$ cat src/rtl/sdram_frame_reader.sv
// Avalon-MM burst-read master that scans a frame buffer and keeps a downstream pixel FIFO topped up.
// Optional ping-pong base selection is enabled by defining SDR_RD_PINGPONG_EN.
module sdram_frame_reader #(
    parameter int ADDR_W         = 26,
    parameter int BURST_W        = 10,
    parameter int BURST_LEN      = 512,
    parameter int BYTES_PER_WORD = 2,
    parameter int USEDW_W        = 10,
    parameter int FIFO_DEPTH     = 1024,
    parameter int MAX_OUTST      = 2
) (
    input  logic               clk,
    input  logic               rst,
`ifdef SDR_RD_PINGPONG_EN
    input  logic [ADDR_W-1:0]  frame_base_b,
    input  logic               swap_req,
    output logic               buf_sel,
`endif
    input  logic               enable,
    input  logic [ADDR_W-1:0]  frame_base,
    input  logic [ADDR_W-1:0]  frame_words,
    output logic               avm_read,
    output logic [ADDR_W-1:0]  avm_address,
    output logic [BURST_W-1:0] avm_burstcount,
    input  logic               avm_waitrequest,
    input  logic               avm_readdatavalid,
    input  logic [USEDW_W-1:0] fifo_wrusedw,
    output logic               frame_start,
    output logic               busy,
    output logic               overrun_err
);

    localparam logic [1:0] ST_IDLE  = 2'd0;
    localparam logic [1:0] ST_ARB   = 2'd1;
    localparam logic [1:0] ST_REQ   = 2'd2;
    localparam logic [1:0] ST_DRAIN = 2'd3;

    localparam int PTR_W  = (MAX_OUTST > 1) ? $clog2(MAX_OUTST) : 1;
    localparam int PEND_W = USEDW_W + 1;
    localparam int CR_W   = USEDW_W + 2;

    logic [1:0]         state_q, state_d;
    logic [ADDR_W-1:0]  cur_addr_q, cur_addr_d;
    logic [ADDR_W-1:0]  rem_q, rem_d;
    logic [ADDR_W-1:0]  base_q, base_d;
    logic [PEND_W-1:0]  pend_q, pend_d;
    logic [1:0]         outst_q, outst_d;
    logic [BURST_W-1:0] ret_cnt_q, ret_cnt_d;
    logic [BURST_W-1:0] len_mem_q [MAX_OUTST];
    logic [BURST_W-1:0] len_mem_d [MAX_OUTST];
    logic [PTR_W-1:0]   wr_ptr_q, wr_ptr_d, rd_ptr_q, rd_ptr_d;
    logic               avm_read_q, avm_read_d;
    logic [ADDR_W-1:0]  avm_address_q, avm_address_d;
    logic [BURST_W-1:0] avm_burstcount_q, avm_burstcount_d;
    logic               frame_start_q, frame_start_d;
    logic               busy_q, busy_d;
    logic               overrun_q, overrun_d;

    logic               acc;
    logic               rdv_ok;
    logic               pop;
    logic               latch;
    logic               credit_ok;
    logic [BURST_W-1:0] next_len;
    logic [CR_W-1:0]    credit_sum;
    logic [ADDR_W-1:0]  rem_after;
    logic [ADDR_W-1:0]  addr_after;
    logic [ADDR_W-1:0]  lat_base;

    function automatic logic [PTR_W-1:0] ptr_inc(input logic [PTR_W-1:0] p);
        ptr_inc = (p == PTR_W'(MAX_OUTST - 1)) ? {PTR_W{1'b0}} : p + PTR_W'(1'b1);
    endfunction

    assign acc        = avm_read_q & ~avm_waitrequest;
    assign rdv_ok     = avm_readdatavalid & (pend_q != {PEND_W{1'b0}});
    assign pop        = rdv_ok & ((ret_cnt_q + BURST_W'(1'b1)) == len_mem_q[rd_ptr_q]);
    assign next_len   = (rem_q < ADDR_W'(BURST_LEN)) ? rem_q[BURST_W-1:0] : BURST_W'(BURST_LEN);
    // Credit sum is widened two bits past usedw so the worst case cannot wrap.
    assign credit_sum = CR_W'(fifo_wrusedw) + CR_W'(pend_q) + CR_W'(next_len);
    assign credit_ok  = (credit_sum <= CR_W'(FIFO_DEPTH)) && (outst_q < 2'(MAX_OUTST));
    assign rem_after  = rem_q - ADDR_W'(avm_burstcount_q);
    assign addr_after = cur_addr_q + ADDR_W'(avm_burstcount_q) * ADDR_W'(BYTES_PER_WORD);

`ifdef SDR_RD_PINGPONG_EN
    logic buf_sel_q, buf_sel_d, swap_pend_q, swap_pend_d, sel_next;

    assign sel_next = buf_sel_q ^ swap_pend_q;
    assign lat_base = sel_next ? frame_base_b : frame_base;
    assign buf_sel  = buf_sel_q;

    // Buffer select toggles only at a frame latch; a swap arriving with the latch waits one frame.
    always_comb begin
        if (latch) begin
            buf_sel_d   = sel_next;
            swap_pend_d = swap_req;
        end else begin
            buf_sel_d   = buf_sel_q;
            swap_pend_d = swap_pend_q | swap_req;
        end
    end

    // Ping-pong select registers.
    always_ff @(posedge clk or posedge rst) begin
        if (rst) begin
            buf_sel_q   <= 1'b0;
            swap_pend_q <= 1'b0;
        end else begin
            buf_sel_q   <= buf_sel_d;
            swap_pend_q <= swap_pend_d;
        end
    end
`else
    assign lat_base = frame_base;
`endif

    // Request FSM: frame latch, credit arbitration and request hold until accepted.
    always_comb begin
        state_d          = state_q;
        cur_addr_d       = cur_addr_q;
        rem_d            = rem_q;
        base_d           = base_q;
        avm_read_d       = avm_read_q;
        avm_address_d    = avm_address_q;
        avm_burstcount_d = avm_burstcount_q;
        latch            = 1'b0;
        case (state_q)
            ST_IDLE: begin
                if (enable) begin
                    latch      = 1'b1;
                    cur_addr_d = lat_base;
                    base_d     = lat_base;
                    rem_d      = frame_words;
                    state_d    = ST_ARB;
                end else begin
                    state_d = ST_IDLE;
                end
            end
            ST_ARB: begin
                if (!enable) begin
                    state_d = ST_DRAIN;
                end else if (credit_ok) begin
                    avm_read_d       = 1'b1;
                    avm_address_d    = cur_addr_q;
                    avm_burstcount_d = next_len;
                    state_d          = ST_REQ;
                end else begin
                    state_d = ST_ARB;
                end
            end
            ST_REQ: begin
                if (acc) begin
                    avm_read_d = 1'b0;
                    if ((rem_after == {ADDR_W{1'b0}}) && enable) begin
                        latch      = 1'b1;
                        cur_addr_d = lat_base;
                        base_d     = lat_base;
                        rem_d      = frame_words;
                        state_d    = ST_ARB;
                    end else if (rem_after == {ADDR_W{1'b0}}) begin
                        cur_addr_d = addr_after;
                        rem_d      = rem_after;
                        state_d    = ST_DRAIN;
                    end else begin
                        cur_addr_d = addr_after;
                        rem_d      = rem_after;
                        state_d    = ST_ARB;
                    end
                end else begin
                    state_d = ST_REQ;
                end
            end
            ST_DRAIN: begin
                if (pend_q == {PEND_W{1'b0}}) begin
                    state_d = ST_IDLE;
                end else begin
                    state_d = ST_DRAIN;
                end
            end
            default: begin
                state_d    = ST_IDLE;
                avm_read_d = 1'b0;
            end
        endcase
    end

    // Return path: pending words, per-burst length FIFO and outstanding-burst count.
    always_comb begin
        for (int i = 0; i < MAX_OUTST; i++) begin
            len_mem_d[i] = (acc && (wr_ptr_q == PTR_W'(i))) ? avm_burstcount_q : len_mem_q[i];
        end
        if (acc && rdv_ok) begin
            pend_d = pend_q + PEND_W'(avm_burstcount_q) - PEND_W'(1'b1);
        end else if (acc) begin
            pend_d = pend_q + PEND_W'(avm_burstcount_q);
        end else if (rdv_ok) begin
            pend_d = pend_q - PEND_W'(1'b1);
        end else begin
            pend_d = pend_q;
        end
        if (acc && !pop) begin
            outst_d = outst_q + 2'd1;
        end else if (pop && !acc) begin
            outst_d = outst_q - 2'd1;
        end else begin
            outst_d = outst_q;
        end
        if (pop) begin
            ret_cnt_d = {BURST_W{1'b0}};
        end else if (rdv_ok) begin
            ret_cnt_d = ret_cnt_q + BURST_W'(1'b1);
        end else begin
            ret_cnt_d = ret_cnt_q;
        end
        wr_ptr_d      = acc ? ptr_inc(wr_ptr_q) : wr_ptr_q;
        rd_ptr_d      = pop ? ptr_inc(rd_ptr_q) : rd_ptr_q;
        frame_start_d = acc & (avm_address_q == base_q);
        overrun_d     = overrun_q | (avm_readdatavalid & (pend_q == {PEND_W{1'b0}}));
        busy_d        = (state_d != ST_IDLE) | (pend_d != {PEND_W{1'b0}});
    end

    // State and output registers.
    always_ff @(posedge clk or posedge rst) begin
        if (rst) begin
            state_q          <= ST_IDLE;
            cur_addr_q       <= {ADDR_W{1'b0}};
            rem_q            <= {ADDR_W{1'b0}};
            base_q           <= {ADDR_W{1'b0}};
            pend_q           <= {PEND_W{1'b0}};
            outst_q          <= 2'd0;
            ret_cnt_q        <= {BURST_W{1'b0}};
            wr_ptr_q         <= {PTR_W{1'b0}};
            rd_ptr_q         <= {PTR_W{1'b0}};
            avm_read_q       <= 1'b0;
            avm_address_q    <= {ADDR_W{1'b0}};
            avm_burstcount_q <= {BURST_W{1'b0}};
            frame_start_q    <= 1'b0;
            busy_q           <= 1'b0;
            overrun_q        <= 1'b0;
            for (int i = 0; i < MAX_OUTST; i++) begin
                len_mem_q[i] <= {BURST_W{1'b0}};
            end
        end else begin
            state_q          <= state_d;
            cur_addr_q       <= cur_addr_d;
            rem_q            <= rem_d;
            base_q           <= base_d;
            pend_q           <= pend_d;
            outst_q          <= outst_d;
            ret_cnt_q        <= ret_cnt_d;
            wr_ptr_q         <= wr_ptr_d;
            rd_ptr_q         <= rd_ptr_d;
            avm_read_q       <= avm_read_d;
            avm_address_q    <= avm_address_d;
            avm_burstcount_q <= avm_burstcount_d;
            frame_start_q    <= frame_start_d;
            busy_q           <= busy_d;
            overrun_q        <= overrun_d;
            for (int i = 0; i < MAX_OUTST; i++) begin
                len_mem_q[i] <= len_mem_d[i];
            end
        end
    end

    assign avm_read       = avm_read_q;
    assign avm_address    = avm_address_q;
    assign avm_burstcount = avm_burstcount_q;
    assign frame_start    = frame_start_q;
    assign busy           = busy_q;
    assign overrun_err    = overrun_q;

endmodule

$ cat config.mk
export PLATFORM = sky130hd
export DESIGN_NAME = sdram_frame_reader
export DESIGN_NICKNAME = d
export VERILOG_FILES = /design/src/rtl/sdram_frame_reader.sv
export SDC_FILE = /design/constraint.sdc
export NUM_CORES = 1
export LEC_CHECK = 0
export ABC_CLOCK_PERIOD_IN_PS = 8000
export CORE_ASPECT_RATIO = 1.75
export CORE_MARGIN = 2
export CORE_UTILIZATION = 55
export CTS_BUF_LIST = sky130_fd_sc_hd__clkbuf_4 sky130_fd_sc_hd__clkbuf_8 sky130_fd_sc_hd__clkbuf_16
export DETAILED_ROUTE_END_ITERATION = 7
export PLACE_DENSITY = 0.77
export SETUP_SLACK_MARGIN = 0.15
export SYNTH_ARGS = -nofsm -noshare
export SYNTH_HDL_FRONTEND = slang
export SYNTH_SLANG_ARGS = --single-unit
$ cat constraint.sdc
create_clock -name clk -period 8 [get_ports clk]
set_input_delay 1.6 -clock clk [delete_from_list [all_inputs] [get_ports clk]]
set_output_delay 1.6 -clock clk [all_outputs]
set_load 0.02 [all_outputs]
* Word-level counts from Yosys, hierarchy flattened
Index checks and enable logic that the tools add are counted.
Storage, ports and cells: output and inout port bits 40, register bits after elaboration 165, word-level logic and storage cells 112, input bits 67
Cells by class: equal/unequal tests 10, add/subtract/negate cells 12, reduce and logical (&&, ||, !) cells 23, muxes and demuxes 36, bitwise gates (word level) 10, order comparisons 4
Operators by type and width (number):
- 26-bit 2-to-1 mux | 8
- 26-bit one-hot mux with 2 select lines | 3
- 10-bit 2-to-1 mux | 6
- 11-bit 2-to-1 mux | 3
- 26-bit by 11-bit adder with 26-bit output | 1
- 26-bit == test | 1
- 26-bit logical NOT | 1
- 26-bit by 10-bit < comparator with 1-bit output, second input constant | 1
- 26-bit by 10-bit subtractor with 26-bit output | 1
- 11-bit nonzero test | 2
- 11-bit by 1-bit subtractor with 11-bit output, second input constant | 2
- 2-bit 2-to-1 mux | 8
- 10-bit by 11-bit adder with 12-bit output | 1
- 12-bit by 10-bit adder with 12-bit output | 1
- 12-bit by 11-bit <= comparator with 1-bit output, second input constant | 1
- 11-bit by 10-bit adder with 11-bit output | 1
- 11-bit logical NOT | 1
- 10-bit by 1-bit adder with 10-bit output, second input constant | 1
- 10-bit == test | 1
- 2-bit != test, second input constant | 5
- 2-bit nonzero test | 5
- 2-bit one-hot mux with 4 select lines | 1
- 4-bit AND reduction | 2
- 1-bit logical AND | 7
- other kinds (16) | 31

* Depth between registers and ports, before layout
depth after elaboration 10, depth in mapped cells 21, mapped depth without buffers 19

* Worst setup path after synthesis
Ideal clock, no wire load.
path type reg-to-reg, start point register rem_q[18], end point register busy_q, in the netlist busy, buffers on the path 0, slack 2.056 ns, stages on the path, launching flop included 20, data arrival time 5.805 ns, period minus slack after synthesis 5.944 ns, library setup time 0.139 ns, required time 7.861 ns, cell sequence dfrtp_1 nor4_1 nand2_1 or4_1 nor3_1 nand2_1 fa_1 inv_1 ha_1 inv_1 fa_1 nand3b_1 a2111o_1 a311o_1 a2111oi_0 a41oi_1 a2111oi_0 and3_1 o31ai_1 or4_1
On the way: cells in the longest elaborated chain, start to end 10, elaborated cells between the ends (all ways) 16, classes of those cells 2 x add/sub; 2 x order compare; 7 x mux; 1 x bitwise; 4 x reduce/logical
Ends and longest elaborated chain:
- start: declaration | RTL line 44 | logic [ADDR_W-1:0] rem_q, rem_d;
- start signal: assignment | RTL line 226 | rem_q <= {ADDR_W{1'b0}};
- start signal: assignment | RTL line 245 | rem_q <= rem_d;
- 26-bit by 10-bit < comparator with 1-bit output | RTL line 77 | assign next_len = (rem_q < ADDR_W'(BURST_LEN)) ? rem_q[BURST_W-1:0] : BURST_W'(BURST_LEN);
- 10-bit 2-to-1 mux | RTL line 77
- 12-bit by 10-bit adder with 12-bit output | RTL line 79 | assign credit_sum = CR_W'(fifo_wrusedw) + CR_W'(pend_q) + CR_W'(next_len);
- 12-bit by 11-bit <= comparator with 1-bit output | RTL line 80 | assign credit_ok = (credit_sum <= CR_W'(FIFO_DEPTH)) && (outst_q < 2'(MAX_OUTST));
- 1-bit logical AND | RTL line 80
- 2-bit 2-to-1 mux | RTL line 141 | end else if (credit_ok) begin
- 2-bit 2-to-1 mux | RTL line 139 | if (!enable) begin
- 2-bit one-hot mux with 4 select lines (*) | RTL line 126 | case (state_q)
- via state_d[0] | RTL line 42 | logic [1:0] state_q, state_d;
- 2-bit nonzero test (*) | RTL line 218 | busy_d = (state_d != ST_IDLE) | (pend_d != {PEND_W{1'b0}});
- 1-bit bitwise OR (*) | RTL line 218
- via busy_d | RTL line 56 | logic busy_q, busy_d;
- end signal: assignment | RTL line 256 | busy_q <= busy_d;
- end: declaration | RTL line 56
Mark *: on every way through the listed nets, which the timed path passes. The rest lies on a longest branch. A chain may end at the register's enable or synchronous reset.

* Final worst setup path
start point register rem_q[18], end point register busy_q, in the netlist busy
On the way: cells in the longest elaborated chain, start to end 10, elaborated cells between the ends (all ways) 16, classes of those cells 2 x add/sub; 2 x order compare; 7 x mux; 1 x bitwise; 4 x reduce/logical
Ends and longest elaborated chain:
- 26-bit by 10-bit < comparator with 1-bit output | RTL line 77
- 10-bit 2-to-1 mux | RTL line 77
- via next_len[1] | RTL line 64 | logic [BURST_W-1:0] next_len;
- 12-bit by 10-bit adder with 12-bit output | RTL line 79
- 12-bit by 11-bit <= comparator with 1-bit output | RTL line 80
- 1-bit logical AND | RTL line 80
- 2-bit 2-to-1 mux | RTL line 141
- 2-bit 2-to-1 mux | RTL line 139
- 2-bit one-hot mux with 4 select lines | RTL line 126
- via state_d[0] | RTL line 42
- 2-bit nonzero test | RTL line 218
- 1-bit bitwise OR | RTL line 218
- via busy_d | RTL line 56
The timed path passes the listed nets, and every way through them passes these cells.

==> reports/summary.md <==
The final number of max-transition violations is 0, and the horizontal die dimension is 110 um. Setup repair after global routing left no endpoint under its margin. For this run, the post-layout net count is 1,342. The clock arrives with 0.0104 ns of skew. After synthesis, the netlist uses 74 different library cells. After synthesis, the largest area contributor takes up 38.2% of total cell area.

For the detailed-routing iteration count for the pre-antenna-repair pass, the log shows 5. The time the final worst path needs with I/O delays and setup is 6.86 ns. Buffers placed on the I/O ports in this run total 106. The clock drives 165 sinks.

The register bit count reported by yosys came out at 165. In the routed layout, each cell is associated on average with a via count of 6.29. The flow ran to the end, and the final reports show no timing, DRC or antenna violations. Detailed placement ended at an HPWL of 22,100 um. The via count of the first global-routing pass is 9,463. Headroom to the max-slew limit came out at 26.1%.

The worst setup path is of the reg -> reg kind. The initialized floorplan defines 67 standard-cell rows. The synthesized area per cell is 9.55 um2.

For this run, the top clock speed supported by timing is 0.146 GHz. For this design, the CTS-stage hold fixing added 0 buffers. For this run, the number of Yosys warnings is 0. The effective utilization at floorplan is 56.2%, and the pin slew with the least headroom to its limit is 1.11 ns. The leakage dissipation was 5.38 nW. The peak supply drop is 0.221 mV. Of all cell types, the one taking the most synthesized area is dfrtp_1.

The nature of the critical path endpoint was a flip-flop. Setup total negative slack on the finished layout was measured at 0 ns. Data on the critical path is required at its endpoint by 8.30 ns. The number of setup buffers added after CTS is 0. The number of hold-slack violations in the final timing report is 0. The cell area after synthesis is 10,800 um2, and the clock insertion delay at the later pin of the skew report is 0.43 ns. Of all nets on the critical path, the largest fanout is 6. After the first detailed-routing iteration, the DRC count stood at 612. For this run, design rule violations remaining after detail routing come to 0. For the number of cells produced by synthesis, the log shows 1,130.

Setup violations remaining at the end of the flow were counted as 0. The tools report the die outline area as 20,800 um2. For the number of max-capacitance violations reported, the log shows 0.

The run gives 0 as the remaining number of nets flagged by the antenna check after routing. Dividing the detail-routed wire length by the instance count gives 20.7 um. The worst setup slack after placement is 1.25 ns. After layout, the worst path uses 85.8% of the clock period. The most numerous cell in the Yosys netlist is dfrtp_1. The first-pass GRT wire length was 48,700 um; the number of levels in the clock H-tree was 4.

The commonest cells after synthesis are dfrtp_1 (165), nand2_1 (98), mux2_2 (71). During I/O placement, the number of pins put on the boundary was 107. 0 antenna diodes ended up in the layout.

For the leftover overflow at the end of global routing, the log shows 0. The fraction of final layout cells sized beyond drive strength 1 was 10.9%; the worst setup slack after layout was 1.14 ns. The min-delay analysis places its worst path in the category reg -> reg. Summed over all layers, the routed wires come to 30,400 um. The standard cell core area is 19,200 um2.

Entering global routing, the biggest net connects 92 pins. Share of synthesized flip-flops with an asynchronous set or reset: 100%. TritonCTS built the clock tree.

The tools report the number of vias in the routed layout as 9,247. The area growth from synthesis to layout was 17.0%; the clock transition at the registers of the reported paths was 0.06 ns. The number of nets handed over by synthesis was 1,255. For this run, the total global-route usage over all layers was measured as 30.7%. Most common flop cell mapped by yosys: dfrtp_1.

The power density relative to cell area is 325 nW/um2. After synthesis, flip-flops and latches occupy 38.2% of the total area. The number of antenna violations at the first check in global routing is 0, and the number of flops mapped to enable cells by yosys is 0. Yosys attributes the largest share of cell area to dfrtp_1 (38%), mux2_2 (7.4%), ha_1 (5.1%). Post-CTS repair changed the size of 0 cells. The number of buffers added by the clock tree synthesis step came out at 17. STA classifies the critical path startpoint as a flip-flop. The routability congestion estimate from global placement came out at 0.961.

The die is 189 um tall. CTS placed an instance of clkbuf_16 at the clock tree root. The arrival time reported for the critical path endpoint is 7.17 ns. For the maximum root-to-sink buffer count, the log shows 2.
-- critical path, cell delays in order (launching register included) --
cell	delay, ns
dfrtp_1	0.41
nor4_1	0.72
nand2_1	0.26
or4_1	0.54
nor4_1	0.75
fa_1	0.55
ha_1	0.23
inv_1	0.07
fa_1	0.15
nand3b_1	0.08
a2111o_1	0.36
a311o_1	0.28
a2111oi_0	0.57
a41oi_1	0.21
a2111oi_0	0.72
and3_1	0.25
o31ai_1	0.08
or4_1	0.52
-- metrics by stage --
step	instances	util, %	total power [mW]	area (um2)	hold slack, ns
floorplan	1130	-	2.71	10800	0.438
finish	1469	65.8	4.11	12600	0.459
detailed placement	1439	62.9	3.28	12100	0.454
global placement	1439	62.9	3.22	12100	0.444
CTS	1469	65.8	4.09	12600	0.465
global route	1469	65.8	4.38	12600	0.481
-- registers in the layout, indices dropped and copies added (netlist names) --
register,flops
base_q,26
busy,1
len_mem_q,20
pend_q,11
ret_cnt_q,10
overrun_err,1
avm_burstcount,10
avm_read,1
wr_ptr_q,1
frame_start,1
avm_address,26
cur_addr_q,26
outst_q,2
rd_ptr_q,1
state_q,2
rem_q,26
-- per-layer routing --
layer / track usage [%] / wire, um / up-vias
met4: 21.7 / 2380 / 0
met1: 33.5 / 10900 / 4507
met5: 0 / 0 / -
met2: 52.7 / 15700 / 322
li1: - / - / 4301
met3: 5.03 / 1350 / 117
-- power breakdown --
group	total [mW]	internal (mW)	switching (mW)	leakage, nW
Clock	0.800	0.468	0.332	0.278
Combinational	1.88	0.848	1.04	3.05
Sequential	1.43	1.10	0.329	2.05
-- cells by family (layout without fill, tap and decap cells) --
logic type | Yosys count | in the layout | synth area share [%]
buffers and inverters | 98 | 196 | 3.52
xor gates and xnor gates | 84 | 84 | 6.82
AOI/OAI and AO/OA | 245 | 245 | 15.6
adders and majority gates | 58 | 58 | 7.70
and+or+nand+nor | 377 | 377 | 17.7
muxes | 103 | 103 | 10.4
DFF | 165 | 165 | 38.2
-- layout make-up --
| class | count | area [um2] |
|---|---|---|
| flip-flops and latches | 165 | 4130 |
| fillers | 1547 | 6560 |
| inverters | 48 | 185 |
| repair buffers | 118 | 1150 |
| multi-input cells | 867 | 6300 |
| well taps | 241 | 302 |
| clock inverters | 10 | 109 |
| clock buffers | 20 | 454 |
-- final timing paths --
kind                                   from               to  slack, ns  cells after the start
worst min register to register  overrun_err      overrun_err       0.46                      1
max in group asynchronous               rst  avm_address[14]       4.78                      3
worst max register to register    rem_q[18]             busy       1.14                     17
worst min-delay path            overrun_err      overrun_err       0.46                      1
worst max-delay path              rem_q[18]             busy       1.14                     17
min in group asynchronous               rst   avm_address[3]       1.72                      2
-- layout by cell type, fill, tap and decap left out, types with 14 or more instances in the layout --
cell               n
a21oi_1           54
a221o_1           16
and3_1            16
clkbuf_16         17
clkdlybuf4s50_1  106
dfrtp_1          165
fa_1              14
ha_1              44
inv_1             46
mux2_2            71
mux2i_1           32
nand2_1           98
nand2b_1          14
nand3_1           40
nor2_1            65
nor3_1            40
nor4_1            19
o21ai_0           55
or3_1             17
xnor2_1           44
xor2_1            40
Note: power is estimated with default switching activity, not from simulation.
